### src/rtl/pipe_hazard_ctrl.sv
// Stall/flush sequencer for the 5-stage pipeline: resolves memory waits, multiply
// occupancy of EX, taken branches and load-use hazards in fixed priority order.
module pipe_hazard_ctrl #(
  parameter int MUL_LAT = 4,
  parameter int REG_W   = 5
) (
  input  logic             clk,
  input  logic             rst,
  input  logic             memReadE,
  input  logic [REG_W-1:0] rdE,
  input  logic [REG_W-1:0] rs1D,
  input  logic [REG_W-1:0] rs2D,
  input  logic             pcSrcE,
  input  logic             mulStartE,
  input  logic             memBusyM,
  output logic             pcEn,
  output logic             enF,
  output logic             clrF,
  output logic             enD,
  output logic             clrD,
  output logic             enE,
  output logic             clrE,
  output logic             enM,
  output logic             clrM,
  output logic             mulDoneE,
  output logic [15:0]      stallCnt,
  output logic [15:0]      flushCnt
);

  localparam int CW = (MUL_LAT > 2) ? $clog2(MUL_LAT) : 1;
  localparam logic [CW-1:0] CNT_INIT = CW'(MUL_LAT - 2);

  typedef enum logic {RUN, MUL_WAIT} state_t;

  state_t        state, stateNext;
  logic [CW-1:0] cnt, cntNext;
  logic          loadUse, mulHold, mulRelease, flushNow;

  assign loadUse    = memReadE && (rdE != '0) && ((rdE == rs1D) || (rdE == rs2D));
  assign mulHold    = ((state == RUN) && mulStartE) || ((state == MUL_WAIT) && (cnt != '0));
  assign mulRelease = (state == MUL_WAIT) && (cnt == '0);

  always_ff @(posedge clk or posedge rst) begin
    if (rst) begin
      state <= RUN;
      cnt   <= '0;
    end else begin
      state <= stateNext;
      cnt   <= cntNext;
    end
  end

  always_comb begin
    stateNext = state;
    cntNext   = cnt;
    pcEn      = 1'b1;
    enF       = 1'b1;
    clrF      = 1'b0;
    enD       = 1'b1;
    clrD      = 1'b0;
    enE       = 1'b1;
    clrE      = 1'b0;
    enM       = 1'b1;
    clrM      = 1'b0;
    mulDoneE  = 1'b0;
    flushNow  = 1'b0;

    if (rst) begin
      pcEn = 1'b0;
      enF  = 1'b0;
      enD  = 1'b0;
      enE  = 1'b0;
      enM  = 1'b0;
    end else if (memBusyM) begin
      // Freeze everything up to MEM; WB receives a bubble, FSM holds.
      pcEn = 1'b0;
      enF  = 1'b0;
      enD  = 1'b0;
      enE  = 1'b0;
      clrM = 1'b1;
    end else if (mulHold) begin
      pcEn = 1'b0;
      enF  = 1'b0;
      enD  = 1'b0;
      clrE = 1'b1;
      if (state == RUN) begin
        stateNext = MUL_WAIT;
        cntNext   = CNT_INIT;
      end else begin
        cntNext = cnt - CW'(1);
      end
    end else if (mulRelease) begin
      mulDoneE  = 1'b1;
      stateNext = RUN;
    end else if (pcSrcE) begin
      clrF     = 1'b1;
      clrD     = 1'b1;
      flushNow = 1'b1;
    end else if (loadUse) begin
      pcEn = 1'b0;
      enF  = 1'b0;
      clrD = 1'b1;
    end
  end

  always_ff @(posedge clk or posedge rst) begin
    if (rst) begin
      stallCnt <= '0;
      flushCnt <= '0;
    end else begin
      if (!pcEn)
        stallCnt <= stallCnt + 16'd1;
      if (flushNow)
        flushCnt <= flushCnt + 16'd1;
    end
  end

endmodule

### config.mk
export PLATFORM = sky130hd
export DESIGN_NAME = pipe_hazard_ctrl
export DESIGN_NICKNAME = d
export VERILOG_FILES = /design/src/rtl/pipe_hazard_ctrl.sv
export SDC_FILE = /design/constraint.sdc
export NUM_CORES = 1
export LEC_CHECK = 0
export ABC_AREA = 1
export CAP_MARGIN = 20
export CORE_MARGIN = 3
export CORE_UTILIZATION = 48
export CTS_CLUSTER_SIZE = 8
export DETAILED_ROUTE_END_ITERATION = 10
export PLACE_DENSITY_LB_ADDON = 0.3
export SYNTH_ARGS = -nofsm -noshare
export SYNTH_HDL_FRONTEND = slang
export SYNTH_SLANG_ARGS = --single-unit
### constraint.sdc
create_clock -name clk -period 2.5 [get_ports clk]
set_input_delay 0.75 -clock clk [delete_from_list [all_inputs] [get_ports clk]]
set_output_delay 0.75 -clock clk [all_outputs]
set_load 0.01 [all_outputs]
; Word level (Yosys, flattened, before mapping)
; Index checks and enable logic that the tools add are counted.
[op_classes]
addsub = 3
n_eq_ne = 2
mux = 35
bitwise_logic = 3
n_reduce_logical = 13
[ops]
columns = op, count
row1 = $mux 1, 34
row2 = $add 16x1->16 const B, 2
row3 = $eq 5x5->1, 2
row4 = $reduce_and 3->1, 2
row5 = $logic_and 1x1->1, 5
row6 = $reduce_bool 5->1, 1
row7 = $reduce_bool 2->1, 2
row8 = $not 1->1, 3
row9 = $logic_not 2->1, 1
row10 = $logic_or 1x1->1, 2
row11 = $mux 2, 1
row12 = $sub 2x1->2 const B, 1
[word_totals]
regBits = 35
inputBits = 21
out_inout_bits = 42

; Depth between registers and ports, before layout
; Gate-level depths: netlist of run 1.
[logic_depth]
word_depth = 9
depth_mapped = 11

; Worst setup path after synthesis of run 1
; OpenSTA, ideal clock, no wires.
[synth_path]
kind = input -> output
start = input port rdE[1]
end = output port pcEn
arrival_time_ns = 1.710
required_ns = 1.750
slack_ns = 0.040
cell_stages = 11
n_path_buf = 2
path_cell_list = inv_1 nand2_1 nand2_1 nor2_1 nand3_1 nand2_1 nand3_4 nand2_4 buf_6 inv_1 buf_4
[synth_between]
elab_chain_len = 9
elab_cells_between_ends = 12
classes_between = eq/ne: 2 / mux: 6 / reduce/logical: 4
[synth_rtl]
columns = element, line
row1 = from (decl), 10  ; input logic [REG_W-1:0] rdE,
row2 = $eq 5x5->1 or $reduce_bool 5->1 (tied branches), 39  ; assign loadUse = memReadE && (rdE != '0) && ((rdE == rs1D) || (rdE == rs2D));
row3 = $logic_or 1x1->1 or $logic_and 1x1->1 (tied branches), 39
row4 = $logic_and 1x1->1 *, 39
row5 = $mux 1 * (6 in a row), n/a
row6 = to (decl), 16  ; output logic pcEn,
; Every way passes the cells marked *; elsewhere a longest branch is shown, timed or not.

; Worst setup path after layout of run 1
[layout_path]
start = input port memBusyM
end = output port mulDoneE
[layout_between]
elab_chain_len = 2
[layout_rtl]
columns = element, line
row1 = from (decl), 15  ; input logic memBusyM,
row2 = $mux 1, 74  ; end else if (memBusyM) begin
row3 = $mux 1, 68  ; if (rst) begin
row4 = to (decl), 25  ; output logic mulDoneE,
; No other way between the ends.

==> impl_metrics.yaml, run 1 <==
outcome:
  status: "finished clean"
cells_and_area:
  n_fill_cell: 363
  final_nets: 399
  multi_input_area_sq_um: 1170
  design_area_sq_um: 3040
  layout-drive-gt1-share_pct: 16.0
  final_util_pct: 68.9
  register_area_sq_um: 876
  diodes: 0
  synthToLayoutAreaGrowth_pct: 37.5
placed_design:
  place_congestion: 0.872
  postPlaceCellArea_sq_um: 2950
  portBuffers: 62
  dp_hpwl_mm: 3.89
  dp_slack_ns: -0.797
yosys:
  ys_async_sr_fraction_pct: 100
  avgSynthCellArea_sq_um: 7.42
  yosysUniqueCellTypes: 27
  synthTopCellsByArea: "dfrtp_1 40%, nand2_1 16%, nand3_1 7.0%"
  ys.flop_type: "dfrtp_1"
  yosysWarnings: 0
  synth_area_sq_um: 2210
  yosys.area.top_type: "dfrtp_1"
  yosysMostFrequentCell: "nand2_1"
  ys_seq_area_share_pct: 39.6
  synth_top_area_share_pct: 39.6
  synthCells: 298
  synth-edff-count: 0
  ys_ff_latch: 35
  synth.top_cells.by_count: "95 x nand2_1, 36 x inv_1, 35 x dfrtp_1"
  synthesis.nets: 322
clocking:
  root_buffer: "clkbuf_8"
  h-tree-depth: 2
  clock_latency_ns: 0.29
  clkTransAtPathRegs_ns: 0.08
  clkSinkCount: 35
  ctsLongestPathBuffers: 2
  holdBufCountCts: 0
  cts_buffers: 5
  tritoncts: "yes"
worst_setup_path:
  crit_fanout: 4
  end_kind: "output pin"
  crit_start: "memBusyM"
  cp_num_cells: 5
  reg2reg_slack_ns: 0.84
  crit_buf_inv: 3
  required_ns: 1.75
  critPathKind: "input pin to output pin"
  cpPeakStageDelay_ns: 0.30
  r2r-start: "state$_DFFE_PP0P_"
  crit_top_cell: "dlygate4sd2_1"
  reg2reg_to: "flushCnt[10]$_DFFE_PP0P_"
  crit_chain: "dlygate4sd2_1, nor2_4, buf_4, and3_2, dlygate4sd2_1"
  worstSetupEndpoint: "mulDoneE"
  arrival_ns: 1.71
  crit_path_top_delay_cell: "dlygate4sd2_1"
  crit_family: "buffers and inverters"
  worst_setup_path_start_kind: "input pin"
  reg2reg_depth: 9
routing:
  wire_per_inst_microns: 12.0
  drc_errors: 0
  first_iter_violations: 109
  wirelength_mm: 5.16
  ant_nets: 0
  drtPass1Iterations: 5
  avgViaCountPerCell: 4.97
  vias: 2128
global_route:
  grt_pass1_wl_mm: 8.74
  grt_pass1_vias: 1986
  grt_overflow: 0
  grt_max_degree: 36
  grt.total_usage_pct: 20.6
  grt_antenna_before_repair: 0
power:
  totalPowerFinal_w: 0.00229
  power_frac_clock_pct: 26.5
  switching_share_pct: 34.2
  seq_power_share_pct: 37.3
  p_int_w: 0.00151
  comb_power_share_pct: 36.2
  p_leak_nw: 1.53
  p_switching_w: 0.000784
  peakVddDrop_v: 0.000485
  power.density_nw_per_um2: 754
flow_run:
  drv_cap: 0
die:
  die_x_microns: 73.9
  core_sq_um: 4410
  start_util_pct: 50.1
  die_y_microns: 73.9
  boundaryPins: 63
  dieArea_sq_um: 5460
  core.rowCount: 24
timing:
  rsz0062_at_grt: "yes"
  min_period_ns: 2.46
  final-setup-viol-count: 0
  fin_skew_ns: 0.00754
  fin_hold_ws_ns: 0.497
  max_slew_margin_pct: 69.6
  setup_ws_ns: 0.0388
  worst_pin_slew_ns: 0.456
  fmax_mhz: 406
  min_period_over_period_pct: 98.4
  hold_viol: 0
  slew_violations: 0
min_path:
  hold_path_class: "register to register"
area by class of cell:
cell class | count | area share, %
clock inverter | 2 | 1.98
multi-input combinational | 220 | 38.5
clock buffer | 6 | 2.39
tap | 52 | 2.14
timing repair buffer | 75 | 21.4
inverter | 38 | 4.77
sequential | 35 | 28.8
worst reg2reg max path, cell delays in order (launching register included):
cell     delay, ns
dfrtp_1       0.45
nor2_1        0.15
nand2_2       0.09
nor2_4        0.09
buf_4         0.12
buf_4         0.17
nand4_1       0.13
nor2_2        0.17
nand2_1       0.08
xnor2_1       0.12
kinds of logic (layout without fill, tap and decap cells):
family          count (synthesis)  after routing  synth area share (%)
simple gates                  174            174                  35.4
buf+inv                        43            121                  8.26
flops                          35             35                  39.6
xor+xnor                       30             30                  11.9
compound gates                 13             13                  3.11
fa+ha+maj                       3              3                  1.70
layout by cell type (no fill, tap or decap), types with 3 or more instances in the layout:
cell type         n
nand3_1          31
xnor2_1          14
dfrtp_1          35
clkbuf_8          5
ha_1              3
clkdlybuf4s15_1   3
nand2_1          92
dlygate4sd2_1     7
xor2_1           16
clkbuf_2         10
inv_2             6
buf_4            15
o21ai_0           9
nor2_1           25
clkdlybuf4s50_1  33
inv_1            31
buf_6             4
nand4_1           5
nand2_2           4
nor3_1            7
repair_timing:
action                                 4_1_cts  5_1_grt
endpoints found under the hold margin        0        0
buffers inserted                             1        0
pin swaps                                   14       11
gates resized for setup                     62       36
setup endpoints to repair                   10        7
metrics by stage:
| stage | TNS (ns) | cells |
|---|---|---|
| floorplan | 0 | 298 |
| global placement | -5.17 | 419 |
| detailed placement | -5.43 | 419 |
| CTS | -0.00250 | 428 |
| global route | -0.0194 | 428 |
| finish | 0 | 428 |
layer usage:
metal  up-vias  part of all wire [%]  GRT usage, %
met5         -                     0             0
met4         0                   1.1          6.04
met3         6                   4.1          5.34
met2        56                    50          34.4
met1       983                    44          26.0
li1       1083                     -             -
how the worst min path moves through the flow:
stage                                   startpoint                       end  slack (ns)  cells after the start
after floorplan                 cnt[1]$_DFFE_PP0P_        cnt[1]$_DFFE_PP0P_        0.51                      2
after global placement    flushCnt[12]$_DFFE_PP0P_  flushCnt[12]$_DFFE_PP0P_        0.49                      1
after detailed placement  flushCnt[12]$_DFFE_PP0P_  flushCnt[12]$_DFFE_PP0P_        0.49                      1
after CTS                 flushCnt[12]$_DFFE_PP0P_  flushCnt[12]$_DFFE_PP0P_        0.50                      1
after global routing      flushCnt[12]$_DFFE_PP0P_  flushCnt[12]$_DFFE_PP0P_        0.53                      1
final                     flushCnt[12]$_DFFE_PP0P_  flushCnt[12]$_DFFE_PP0P_        0.50                      1
registers in the layout, indices dropped and copies added, names as in the netlist:
register / flops
state: 1
stallCnt: 16
flushCnt: 16
cnt: 2
power by group through the flow:
stage	logic [W]	registers [W]	clock network, W
global route	0.000913	0.000878	0.000652
floorplan	0.000397	0.000888	0
CTS	0.000824	0.000856	0.000622
finish	0.000830	0.000855	0.000608
global placement	0.000799	0.000858	0
detailed placement	0.000821	0.000864	0
No activity file was read; power rests on OpenSTA's default activity.
==> run 2, diff against run 1 <==
--- a/config.mk
+++ b/config.mk
@@ -5,10 +5,11 @@
 export SDC_FILE = /design/constraint.sdc
 export NUM_CORES = 1
 export LEC_CHECK = 0
-export ABC_AREA = 1
 export CAP_MARGIN = 20
+export CELL_PAD_IN_SITES_DETAIL_PLACEMENT = 1
+export CELL_PAD_IN_SITES_GLOBAL_PLACEMENT = 1
 export CORE_MARGIN = 3
-export CORE_UTILIZATION = 48
+export CORE_UTILIZATION = 34
 export CTS_CLUSTER_SIZE = 8
 export DETAILED_ROUTE_END_ITERATION = 10
 export PLACE_DENSITY_LB_ADDON = 0.3
==> impl_metrics.yaml, run 2 <==
outcome:
  status: "finished, violations left"
  violations: "setup timing"
cells_and_area:
  final_nets: 281
  diodes: 0
  final_cell_mix: "35 x dfrtp_1, 35 x clkdlybuf4s50_1, 29 x xnor2_1"
  n_fill_cell: 584
  layout-drive-gt1-share_pct: 23.6
  register_area_sq_um: 876
  synthToLayoutAreaGrowth_pct: 50.7
  multi_input_area_sq_um: 942
  final_util_pct: 53.6
  design_area_sq_um: 2770
  top_regs: "flushCnt x16, stallCnt x16, cnt x2"
global_route:
  grt_pass1_vias: 1682
  grt_overflow: 0
  grt_max_degree: 36
  grt.total_usage_pct: 15.9
  grt_pass1_wl_mm: 7.87
  grt_antenna_before_repair: 0
power:
  totalPowerFinal_w: 0.00198
  comb_power_share_pct: 39.2
  p_leak_nw: 1.28
  p_int_w: 0.00132
  peakVddDrop_v: 0.000281
  p_switching_w: 0.000658
  switching_share_pct: 33.3
  seq_power_share_pct: 40.9
  power_frac_clock_pct: 19.9
  power.density_nw_per_um2: 714
routing:
  vias: 1543
  wire_per_inst_microns: 14.1
  wirelength_mm: 4.62
  ant_nets: 0
  drc_errors: 0
  avgViaCountPerCell: 4.70
  first_iter_violations: 75
  drtPass1Iterations: 4
yosys:
  synth_area_sq_um: 1840
  synth.top_cells.by_count: "35 x dfrtp_1, 31 x xnor2_1, 13 x nand2_1"
  synthesis.nets: 197
  ys_ff_latch: 35
  synth_top_area_share_pct: 47.7
  yosysUniqueCellTypes: 34
  synth-edff-count: 0
  ys_async_sr_fraction_pct: 100
  ys.flop_type: "dfrtp_1"
  ys_seq_area_share_pct: 47.7
  yosysMostFrequentCell: "dfrtp_1"
  yosysWarnings: 0
  yosys.area.top_type: "dfrtp_1"
  synthTopCellsByArea: "dfrtp_1 48%, xnor2_1 15%, xor2_1 4.3%"
  synthCells: 173
  avgSynthCellArea_sq_um: 10.6
worst_setup_path:
  r2r-start: "state$_DFFE_PP0P_"
  reg2reg_to: "flushCnt[14]$_DFFE_PP0P_"
  crit_path_top_delay_cell: "or4_4"
  arrival_ns: 2.00
  crit_top_cell: "buf_6"
  required_ns: 1.75
  crit_fanout: 2
  reg2reg_slack_ns: 0.49
  crit_buf_inv: 3
  critPathKind: "input pin to output pin"
  crit_family: "simple AND/OR/NAND/NOR gates"
  end_kind: "output pin"
  cpPeakStageDelay_ns: 0.52
  worst_setup_path_start_kind: "input pin"
  reg2reg_depth: 8
  crit_chain: "buf_6, or4_4, o21a_1, a31o_4, inv_8, buf_6"
flow_run:
  drv_cap: 0
clocking:
  clock_latency_ns: 0.28
  root_buffer: "clkbuf_8"
  clkTransAtPathRegs_ns: 0.07
  tritoncts: "yes"
  cts_buffers: 5
  ctsLongestPathBuffers: 2
  holdBufCountCts: 0
  h-tree-depth: 2
  clkSinkCount: 35
die:
  boundaryPins: 63
  dieArea_sq_um: 6320
  core_sq_um: 5170
  die_y_microns: 79.5
  die_x_microns: 79.5
  start_util_pct: 35.5
  core.rowCount: 26
timing:
  fmax_mhz: 364
  max_slew_margin_pct: 70.0
  fin_skew_ns: 0.00688
  hold_viol: 0
  min_period_over_period_pct: 110
  slew_violations: 0
  worst_pin_slew_ns: 0.450
  min_period_ns: 2.75
  rsz0062_at_grt: "yes"
  final-setup-viol-count: 3
  setup_ws_ns: -0.245
placed_design:
  dp_hpwl_mm: 3.46
  place_congestion: 0.736
  portBuffers: 62
  postPlaceCellArea_sq_um: 2660
min_path:
  hold_path_class: "register to register"
  holdCritStartpoint: "flushCnt[15]$_DFFE_PP0P_"
  hold_end: "flushCnt[15]$_DFFE_PP0P_"
  min_path_cells: 1
-- run 2: cells by family (layout without fill, tap and decap cells) --
logic type	count (synthesis)	in the layout	synth area share [%]
adders and majority gates	3	3	2.04
xor gates and xnor gates	40	40	19.1
buffers and inverters	14	99	4.42
and+or+nand+nor	67	67	21.2
muxes	2	2	1.43
AOI/OAI and AO/OA	12	12	4.22
DFF	35	35	47.7
-- run 2: layer usage --
layer | GRT usage (%) | vias up | share of wire (%)
met5 | 0 | - | 0
met3 | 4.06 | 9 | 6.4
li1 | - | 747 | -
met1 | 18.7 | 738 | 42
met2 | 27.4 | 49 | 50
met4 | 6.36 | 0 | 2.4
-- run 2: worst max-delay path by stage --
stage / startpoint / end / depth (start not counted)
finish: rdE[4] / enF / 6
global route: rdE[4] / enF / 6
CTS: rdE[4] / enF / 6
detailed placement: rdE[1] / enF / 6
global placement: rdE[1] / pcEn / 6
floorplan: rdE[1] / pcEn / 7
-- run 2: power groups by stage --
stage	sequential [W]	clock [W]	combinational (W)
6_report	0.000809	0.000393	0.000775
5_1_grt	0.000831	0.000430	0.000851
4_1_cts	0.000810	0.000405	0.000780
3_5_place_dp	0.000813	0	0.000756
3_3_place_gp	0.000808	0	0.000735
2_1_floorplan	0.000816	0	0.000358
-- run 2: what timing repair did --
item,4_1_cts,5_1_grt
cloned,0,0
pin swaps,18,1
endpoints found under the setup margin,17,5
buffers inserted,1,0
gates resized for setup,69,7
hold endpoints to repair,0,0
-- run 2: cell type report --
class | count | share of cell area [%]
tap | 70 | 3.16
sequential | 35 | 31.6
clock buffer | 7 | 2.76
multi-input combinational | 124 | 34.0
clock inverter | 1 | 0.181
timing repair buffer | 84 | 27.1
inverter | 7 | 1.22
-- run 2: worst reg2reg max path, cell delays in order, from the launching register on --
cell and delay, ns:
dfrtp_1 0.47, buf_4 0.19, nor2_1 0.15, and3_4 0.20, buf_4 0.16, and4_1 0.22
nand2_1 0.11, nor3_1 0.26, xor2_1 0.17
-- run 2: per-stage QoR --
stage               instances  setup slack (ns)  TNS, ns  hold slack (ns)
global route              328            -0.269   -0.743            0.509
CTS                       328            -0.232   -0.624            0.473
detailed placement        319             -1.08   -11.34            0.463
finish                    328            -0.245   -0.661            0.464
global placement          319             -1.04   -10.11            0.459
floorplan                 173            -0.319   -0.551            0.466
